===== src/rtl/lsu_bridge.sv =====
// Load/store bridge: turns the core's combinational memory request into a word-aligned,
// byte-enabled req/ack bus transaction. Optional bus timeout under macro LSU_TIMEOUT_EN.
module lsu_bridge #(
    parameter int TIMEOUT = 255
) (
    input  logic        clk,
    input  logic        rst,
    input  logic        rmem,
    input  logic        wmem,
    input  logic [31:0] mem_addr,
    input  logic [31:0] mem_wdata,
    input  logic [1:0]  mem_type,
    input  logic        mem_sign,
    output logic [31:0] mem_rdata,
    output logic        busy,
    output logic        bus_req,
    output logic        bus_we,
    output logic [31:0] bus_addr,
    output logic [3:0]  bus_be,
    output logic [31:0] bus_wdata,
    input  logic        bus_ack,
    input  logic [31:0] bus_rdata,
    output logic        err,
    output logic [1:0]  err_code
);

    typedef enum logic [1:0] {IDLE = 2'd0, REQ = 2'd1, DONE = 2'd2} state_t;

    state_t     state;
    logic [1:0] a_lo;
    logic [1:0] typ;
    logic       sgn;

`ifdef LSU_TIMEOUT_EN
    localparam int CW = ($clog2(TIMEOUT + 1) > 8) ? $clog2(TIMEOUT + 1) : 8;
    localparam logic [CW-1:0] CNT_LAST = CW'(TIMEOUT - 1);
    logic [CW-1:0] cnt;
`else
    localparam logic [31:0] TIMEOUT_BITS = TIMEOUT;
    logic unused_timeout;
    assign unused_timeout = ^TIMEOUT_BITS;
`endif

    function automatic logic misaligned(input logic [1:0] t, input logic [1:0] a);
        case (t)
            2'b00:   misaligned = 1'b0;
            2'b01:   misaligned = a[0];
            default: misaligned = (a != 2'b00);
        endcase
    endfunction

    function automatic logic [3:0] be_of(input logic [1:0] t, input logic [1:0] a);
        case (t)
            2'b00:   be_of = 4'b0001 << a;
            2'b01:   be_of = a[1] ? 4'b1100 : 4'b0011;
            default: be_of = 4'b1111;
        endcase
    endfunction

    function automatic logic [31:0] wdata_of(input logic [1:0] t, input logic [31:0] d);
        case (t)
            2'b00:   wdata_of = {4{d[7:0]}};
            2'b01:   wdata_of = {2{d[15:0]}};
            default: wdata_of = d;
        endcase
    endfunction

    // Lane select followed by sign or zero extension; words pass through untouched.
    function automatic logic [31:0] load_ext(input logic [31:0] d, input logic [1:0] a,
                                             input logic [1:0] t, input logic s);
        logic [7:0]  b;
        logic [15:0] h;
        b = d[{a, 3'b000} +: 8];
        h = a[1] ? d[31:16] : d[15:0];
        case (t)
            2'b00:   load_ext = {{24{s & b[7]}}, b};
            2'b01:   load_ext = {{16{s & h[15]}}, h};
            default: load_ext = d;
        endcase
    endfunction

    // Stall the core while a request waits in IDLE or a transaction is in flight.
    always_comb begin
        case (state)
            IDLE:    busy = rmem | wmem;
            REQ:     busy = 1'b1;
            default: busy = 1'b0;
        endcase
    end

    // Request FSM with registered bus, error and load-data outputs.
    always_ff @(posedge clk) begin
        if (rst) begin
            state     <= IDLE;
            a_lo      <= 2'b00;
            typ       <= 2'b00;
            sgn       <= 1'b0;
            bus_req   <= 1'b0;
            bus_we    <= 1'b0;
            bus_addr  <= 32'h0000_0000;
            bus_be    <= 4'b0000;
            bus_wdata <= 32'h0000_0000;
            mem_rdata <= 32'h0000_0000;
            err       <= 1'b0;
            err_code  <= 2'b00;
`ifdef LSU_TIMEOUT_EN
            cnt       <= '0;
`endif
        end else begin
            err <= 1'b0;
            case (state)
                IDLE: begin
                    if (rmem | wmem) begin
                        a_lo <= mem_addr[1:0];
                        typ  <= mem_type;
                        sgn  <= mem_sign;
                        if (misaligned(mem_type, mem_addr[1:0])) begin
                            state    <= DONE;
                            err      <= 1'b1;
                            err_code <= 2'b01;
                            if (!wmem) begin
                                mem_rdata <= 32'h0000_0000;
                            end else begin
                                mem_rdata <= mem_rdata;
                            end
                        end else begin
                            state     <= REQ;
                            bus_req   <= 1'b1;
                            bus_we    <= wmem;
                            bus_addr  <= {mem_addr[31:2], 2'b00};
                            bus_be    <= be_of(mem_type, mem_addr[1:0]);
                            bus_wdata <= wdata_of(mem_type, mem_wdata);
`ifdef LSU_TIMEOUT_EN
                            cnt       <= '0;
`endif
                        end
                    end else begin
                        state <= IDLE;
                    end
                end
                REQ: begin
                    // Ack beats an expiry that lands in the same cycle.
                    if (bus_ack) begin
                        state   <= DONE;
                        bus_req <= 1'b0;
                        if (!bus_we) begin
                            mem_rdata <= load_ext(bus_rdata, a_lo, typ, sgn);
                        end else begin
                            mem_rdata <= mem_rdata;
                        end
                    end
`ifdef LSU_TIMEOUT_EN
                    else if (cnt == CNT_LAST) begin
                        state     <= DONE;
                        bus_req   <= 1'b0;
                        mem_rdata <= 32'h0000_0000;
                        err       <= 1'b1;
                        err_code  <= 2'b10;
                    end else begin
                        cnt <= cnt + CW'(1);
                    end
`else
                    else begin
                        state <= REQ;
                    end
`endif
                end
                DONE:    state <= IDLE;
                default: state <= IDLE;
            endcase
        end
    end

endmodule

===== config.mk =====
export PLATFORM = sky130hd
export DESIGN_NAME = lsu_bridge
export DESIGN_NICKNAME = d
export VERILOG_FILES = /design/src/rtl/lsu_bridge.sv
export SDC_FILE = /design/constraint.sdc
export NUM_CORES = 1
export LEC_CHECK = 0
export CAP_MARGIN = 0
export CORE_MARGIN = 1.5
export CORE_UTILIZATION = 39
export CTS_BUF_LIST = sky130_fd_sc_hd__clkbuf_4
export DETAILED_ROUTE_END_ITERATION = 6
export GPL_TIMING_DRIVEN = 1
export PLACE_DENSITY = 0.77
export SLEW_MARGIN = 20
export SYNTH_ARGS = -nofsm -noshare
export SYNTH_HDL_FRONTEND = slang
export SYNTH_SLANG_ARGS = --single-unit

===== constraint.sdc =====
create_clock -name clk -period 1.65 [get_ports clk]
set_clock_uncertainty 0.05 [all_clocks]
set_input_delay 0.2475 -clock clk [delete_from_list [all_inputs] [get_ports clk]]
set_output_delay 0.2475 -clock clk [all_outputs]
set_load 0.01 [all_outputs]

After elaboration in Yosys (flattened, before gate mapping)
Cells that the tools add are included.
{ "word_totals": {"ff_bits": 109, "in_bits": 104, "elab_cells": 65} }
{ "op_classes": {"n_eq_ne": 9, "n_shift": 2, "n_mux": 25, "bitwise": 6, "reduce_logical": 11} }
{ "op_table": {"columns": ["operator", "count"], "rows": [
  ["case mux 32 bit (2 select lines)", 3],
  ["2-to-1 mux 32 bit", 5],
  ["indexed part select 32 x 6 -> 8 bit", 1],
  ["2-to-1 mux 16 bit", 1],
  ["inequality test 2 bit (second input constant)", 6],
  ["case mux 4 bit (2 select lines)", 1],
  ["2-to-1 mux 1 bit", 7],
  ["equality test 2 x 1 -> 1 bit (second input constant)", 3],
  ["logical NOT 2 bit", 3],
  ["2-to-1 mux 2 bit", 3],
  ["case mux 1 bit (2 select lines)", 3],
  ["AND reduction 3 bit", 2],
  ["AND reduction 6 bit", 1],
  ["2-to-1 mux 4 bit", 1],
  ["case mux 2 bit (2 select lines)", 1],
  ["AND reduction 4 bit", 1],
  ["nonzero test 2 bit", 2],
  ["left shift 1 x 2 -> 4 bit (first input constant)", 1],
  ["inverter 1 bit", 3],
  ["OR reduction 3 bit", 1],
  ["bitwise AND 1 bit", 2],
  ["AND reduction 2 bit", 1],
  ["OR 1 bit", 1]
]} }

Longest topological paths before layout
{ "depth": {"ltp_word": 8, "ltp_mapped": 7, "ltp_nobuf": 4} }

Least setup slack after synthesis
Ideal clock, no wire load.
{ "synth_path": {"path_kind": "flip-flop to flip-flop", "startpoint": "reg a_lo[1]", "endpoint": "reg mem_rdata[21]", "arrival_ps": 1402, "path_slack_ps": 81, "path_stages_with_launch": 7, "n_path_buf": 2, "synth_period_minus_slack_ps": 1569, "cell_sequence": "dfxtp_1 -> buf_4 -> mux2_2 -> a31oi_4 -> a21bo_2 -> buf_6 -> o21ai_1"} }
{ "synth_between": {"elab_chain_len": 6, "elab_cells_between_ends": 8, "classes_between": "shift (1); mux (5); bitwise (2)"} }
{ "synth_lines": {"columns": ["element", "line_no", "source"], "rows": [
  ["start, declared", "30", "logic [1:0] a_lo;"],
  ["start signal, assigned", "114", "a_lo <= mem_addr[1:0];"],
  ["indexed part select 32 x 6 -> 8 bit or 2-to-1 mux 16 bit (tied branches)", "73, 74", null],
  ["bitwise AND 1 bit (on tied branches)", "76, 77", null],
  ["case mux 32 bit (2 select lines) (*)", "75", "case (t)"],
  ["2-to-1 mux 32 bit (*)", "146", "if (!bus_we) begin"],
  ["2-to-1 mux 32 bit (*)", "143", "if (bus_ack) begin"],
  ["case mux 32 bit (2 select lines) (*)", "111", "case (state)"],
  ["end signal, assigned", "124", "mem_rdata <= mem_rdata;"],
  ["end signal, assigned", "147", "mem_rdata <= load_ext(bus_rdata, a_lo, typ, sgn);"],
  ["end signal, assigned", "149", "mem_rdata <= mem_rdata;"],
  ["end, declared", "14", "output logic [31:0] mem_rdata,"]
]} }
Every way passes the cells marked *; elsewhere a longest branch is shown, timed or not. The select of a mux whose other input is x is not followed.
A chain may end at the register's enable or synchronous reset.

Final worst setup path
{ "layout_path": {"startpoint": "reg a_lo[1]", "endpoint": "reg mem_rdata[14]"} }
{ "layout_between": {"elab_chain_len": 6, "elab_cells_between_ends": 7, "classes_between": "shift (1); mux (5); bitwise (1)"} }
{ "layout_lines": {"columns": ["element", "line_no", "source"], "rows": [
  ["indexed part select 32 x 6 -> 8 bit", "73", "b = d[{a, 3'b000} +: 8];"],
  ["bitwise AND 1 bit", "76", "2'b00: load_ext = {{24{s & b[7]}}, b};"],
  ["case mux 32 bit (2 select lines) (*)", "75", null],
  ["2-to-1 mux 32 bit (*)", "146", null],
  ["2-to-1 mux 32 bit (*)", "143", null],
  ["case mux 32 bit (2 select lines) (*)", "111", null]
]} }
Marked as above.

==> impl_metrics.env <==
export IMPL_status="completed"
export IMPL_die_area_um2=12700
export IMPL_io_pins=210
export IMPL_r2r_slack_ns=0.08
export IMPL_period_needed_ns=1.57
export IMPL_antenna_found_initial=1
export IMPL_fin_crit_sh_pct=95.1
export IMPL_cts_max_level=3
export IMPL_drc_errors=0
export IMPL_grt_pass1_vias=4699
export IMPL_grt_ovfl_total=0
export IMPL_vias_per_cell=5.16
export IMPL_drv_slew=0
export IMPL_p_leak_nw=3.19
export IMPL_track_usage_pct=22.4
export IMPL_reg2reg_to="mem_rdata[14]"
export IMPL_synthAdderAreaFrac_pct=0
export IMPL_yosys_area_share_simple_pct=20.9
export IMPL_clock_path_buffers=2
export IMPL_cts_root_buf="clkbuf_4"
export IMPL_cts_sinks=109
export IMPL_tightest_slew_ns=0.699
export IMPL_drtIter0Drc=224
export IMPL_required_ns=1.97
export IMPL_cp_max_fo=7
export IMPL_rsz0062_at_grt="true"
export IMPL_synth_seq_cells=109
export IMPL_crit_buf_inv=1
export IMPL_synth_compound_area_share_pct=20.6
export IMPL_async_flop_share_pct=0
export IMPL_max_slew_margin_pct=53.4
export IMPL_cp_start_kind="flop"
export IMPL_critPathCaptureType="flop"
export IMPL_syn_area_um2=4710
export IMPL_grt_max_degree=66
export IMPL_rows=39
export IMPL_cts_tree="yes"
export IMPL_clock_fmax_mhz=637
export IMPL_cpLargestDelayFamily="flip-flops"
export IMPL_synth_top_family_by_area="simple AND/OR/NAND/NOR gates"
export IMPL_clk_pin_slew_ns=0.16
export IMPL_place_congestion=0.794
export IMPL_worstSetupStartpoint="a_lo[1]"
export IMPL_area_growth_pct=52.8
export IMPL_cp_data_arrival_time_ns=1.89
export IMPL_p_total_mw=5.71
export IMPL_finalHoldViolations=0
export IMPL_power_density_nw_per_um2=794
export IMPL_synth_distinct_cells=39
export IMPL_synthMuxAreaShare_pct=6.54
export IMPL_insertion_delay_ns=0.45
export IMPL_reg2reg_depth=5
export IMPL_hold_path_startpoint="rst"
export IMPL_synth_edf_count=0
export IMPL_core_um2=11600
export IMPL_fp_dieH_um=113
export IMPL_dp_cells=912
export IMPL_hpwl_um=10700
export IMPL_hold_slack_ns=0.117
export IMPL_netlist_instances=568
export IMPL_grt_pass1_wl_um=22700
export IMPL_ir_drop_mv=0.412
export IMPL_cpPeakStageDelay_ns=0.41
export IMPL_synth_xor_area_share_pct=0
export IMPL_vias=4807
export IMPL_avgSynthCellArea_um2=8.29
export IMPL_fin_nets=886
export IMPL_wl_per_cell_um=15.5
export IMPL_drive_gt1_share_pct=11.8
export IMPL_slowest_stage="dfxtp_4"
export IMPL_ant_nets=0
export IMPL_dr_pass1_iters=4
export IMPL_hold_class="input pin to flop"
export IMPL_drv_cap=0
export IMPL_io_buffers=206
export IMPL_hold_path_end="bus_we"
export IMPL_path_class="flop to flop"
export IMPL_r2r_start="a_lo[1]"
export IMPL_layout_cells_non_filler=931
export IMPL_synth_flop_cell="dfxtp_1"
export IMPL_path_cells="mux2i_2 > buf_4 > nand3b_1 > o211ai_1 > a32o_1"
export IMPL_yosysWarnings=0
export IMPL_fp_dieW_um=113
export IMPL_setup_viol=0
export IMPL_hold_path_depth=3
export IMPL_routed_wirelength_um=14400
export IMPL_cts_buffers=9
export IMPL_ys_seq_area_share_pct=46.4
export IMPL_start_util_pct=40.5
==> worst max path at each step <==
stage | end | cells past startpoint
after floorplan | mem_rdata[21] | 6
after global placement | bus_addr[22] | 7
after detailed placement | bus_be[1] | 6
after CTS | busy | 3
after global routing | mem_rdata[11] | 5
final | mem_rdata[14] | 5
==> report_power, final <==
group          internal (mW)  switching, mW
sequential              2.83          0.109
clock                  0.312          0.860
combinational          0.823          0.779
==> cells by family (layout without fill, tap and decap cells) <==
family	Yosys count	in the layout
AND/OR/NAND/NOR	224	224
AO/OA/AOI/OAI	153	153
flip-flops	109	109
buffers and inverters	51	268
multiplexers	30	30
other	1	4
==> placed cells by master (no fill, tap or decap), types with 5 or more instances in the layout <==
cell type,instances
mux2i_1,23
dlygate4sd2_1,102
clkbuf_4,10
a211oi_1,9
mux2_2,5
a311oi_1,10
clkdlybuf4s50_1,102
buf_4,29
buf_12,7
nand2b_1,15
inv_1,7
o21ai_1,18
nand3_1,5
o211ai_1,10
nor2_1,27
dfxtp_1,92
a21oi_1,56
o21ai_0,25
nand2_1,142
dfxtp_2,15
nor2b_1,21
a32o_1,8
==> synthesized netlist by cell type (2+ instances only) <==
master    count  area share, %
inv_1         7           0.56
a21oi_1      60            6.4
a211oi_1      9            1.4
clkbuf_1     18            1.4
o21bai_1      2           0.32
buf_4        11            1.8
nor2_1       27            2.2
a21o_1        2           0.32
nand3_1       5           0.53
mux2_2        6            1.4
nor2b_1      22            2.9
mux2i_1      24            5.1
nand2_1     142             11
o211ai_1     10            1.6
a32o_1        8            1.7
o21ai_0      25            2.7
dfxtp_1     109             46
nand2b_1     15            2.0
a311oi_1     11            2.0
o21ai_1      18            1.9
buf_2        14            1.5
or3_1         4           0.53
nor3_1        3           0.32
==> worst min-delay path: cells and delay by family <==
family	cells	cell delay (ns)
AO/OA/AOI/OAI	1	0.05
buffers and inverters	2	0.30
==> layer usage <==
layer / part of all wire, % / up-vias / track usage, %
met1: 42 / 2244 / 27.0
li1: - / 2372 / -
met2: 49 / 169 / 38.7
met5: 0 / - / 0
met3: 7.5 / 22 / 5.14
met4: 2.2 / 0 / 9.25
==> cell type report <==
class,instances,area [um2]
antenna,1,2.50
clock buffer,10,75.1
clock inverter,6,30.0
fill,1062,4420
inverter,7,26.3
multi-input combinational,410,2330
sequential,109,2210
tap,143,179
timing repair buffer,245,2340
==> state kept, by name (all words and copies together) (netlist names) <==
signal,count
bus_wdata,32
err_code,1
mem_rdata,32
bus_req,1
typ,2
bus_addr,30
sgn,1
bus_we,1
state,2
err,1
bus_be,4
a_lo,2
==> repair_timing <==
item,4_1_cts,5_1_grt
hold buffers,0,0
resized for setup,122,15
cloned,1,0
endpoints found under the setup margin,113,67
pin swaps,2,4
buffers inserted,1,0
==> stage by stage <==
step	instance area, um2	setup slack, ns	util, %	TNS [ns]
after floorplan	4710	0.0814	-	0
after global placement	7100	-0.315	61.1	-26.98
after detailed placement	7100	-0.410	61.1	-31.61
after CTS	7140	0.00288	61.5	0
after global routing	7190	-0.00517	61.9	-0.00955
final	7190	0.0810	61.9	0
(Power assumes the default switching activity.)
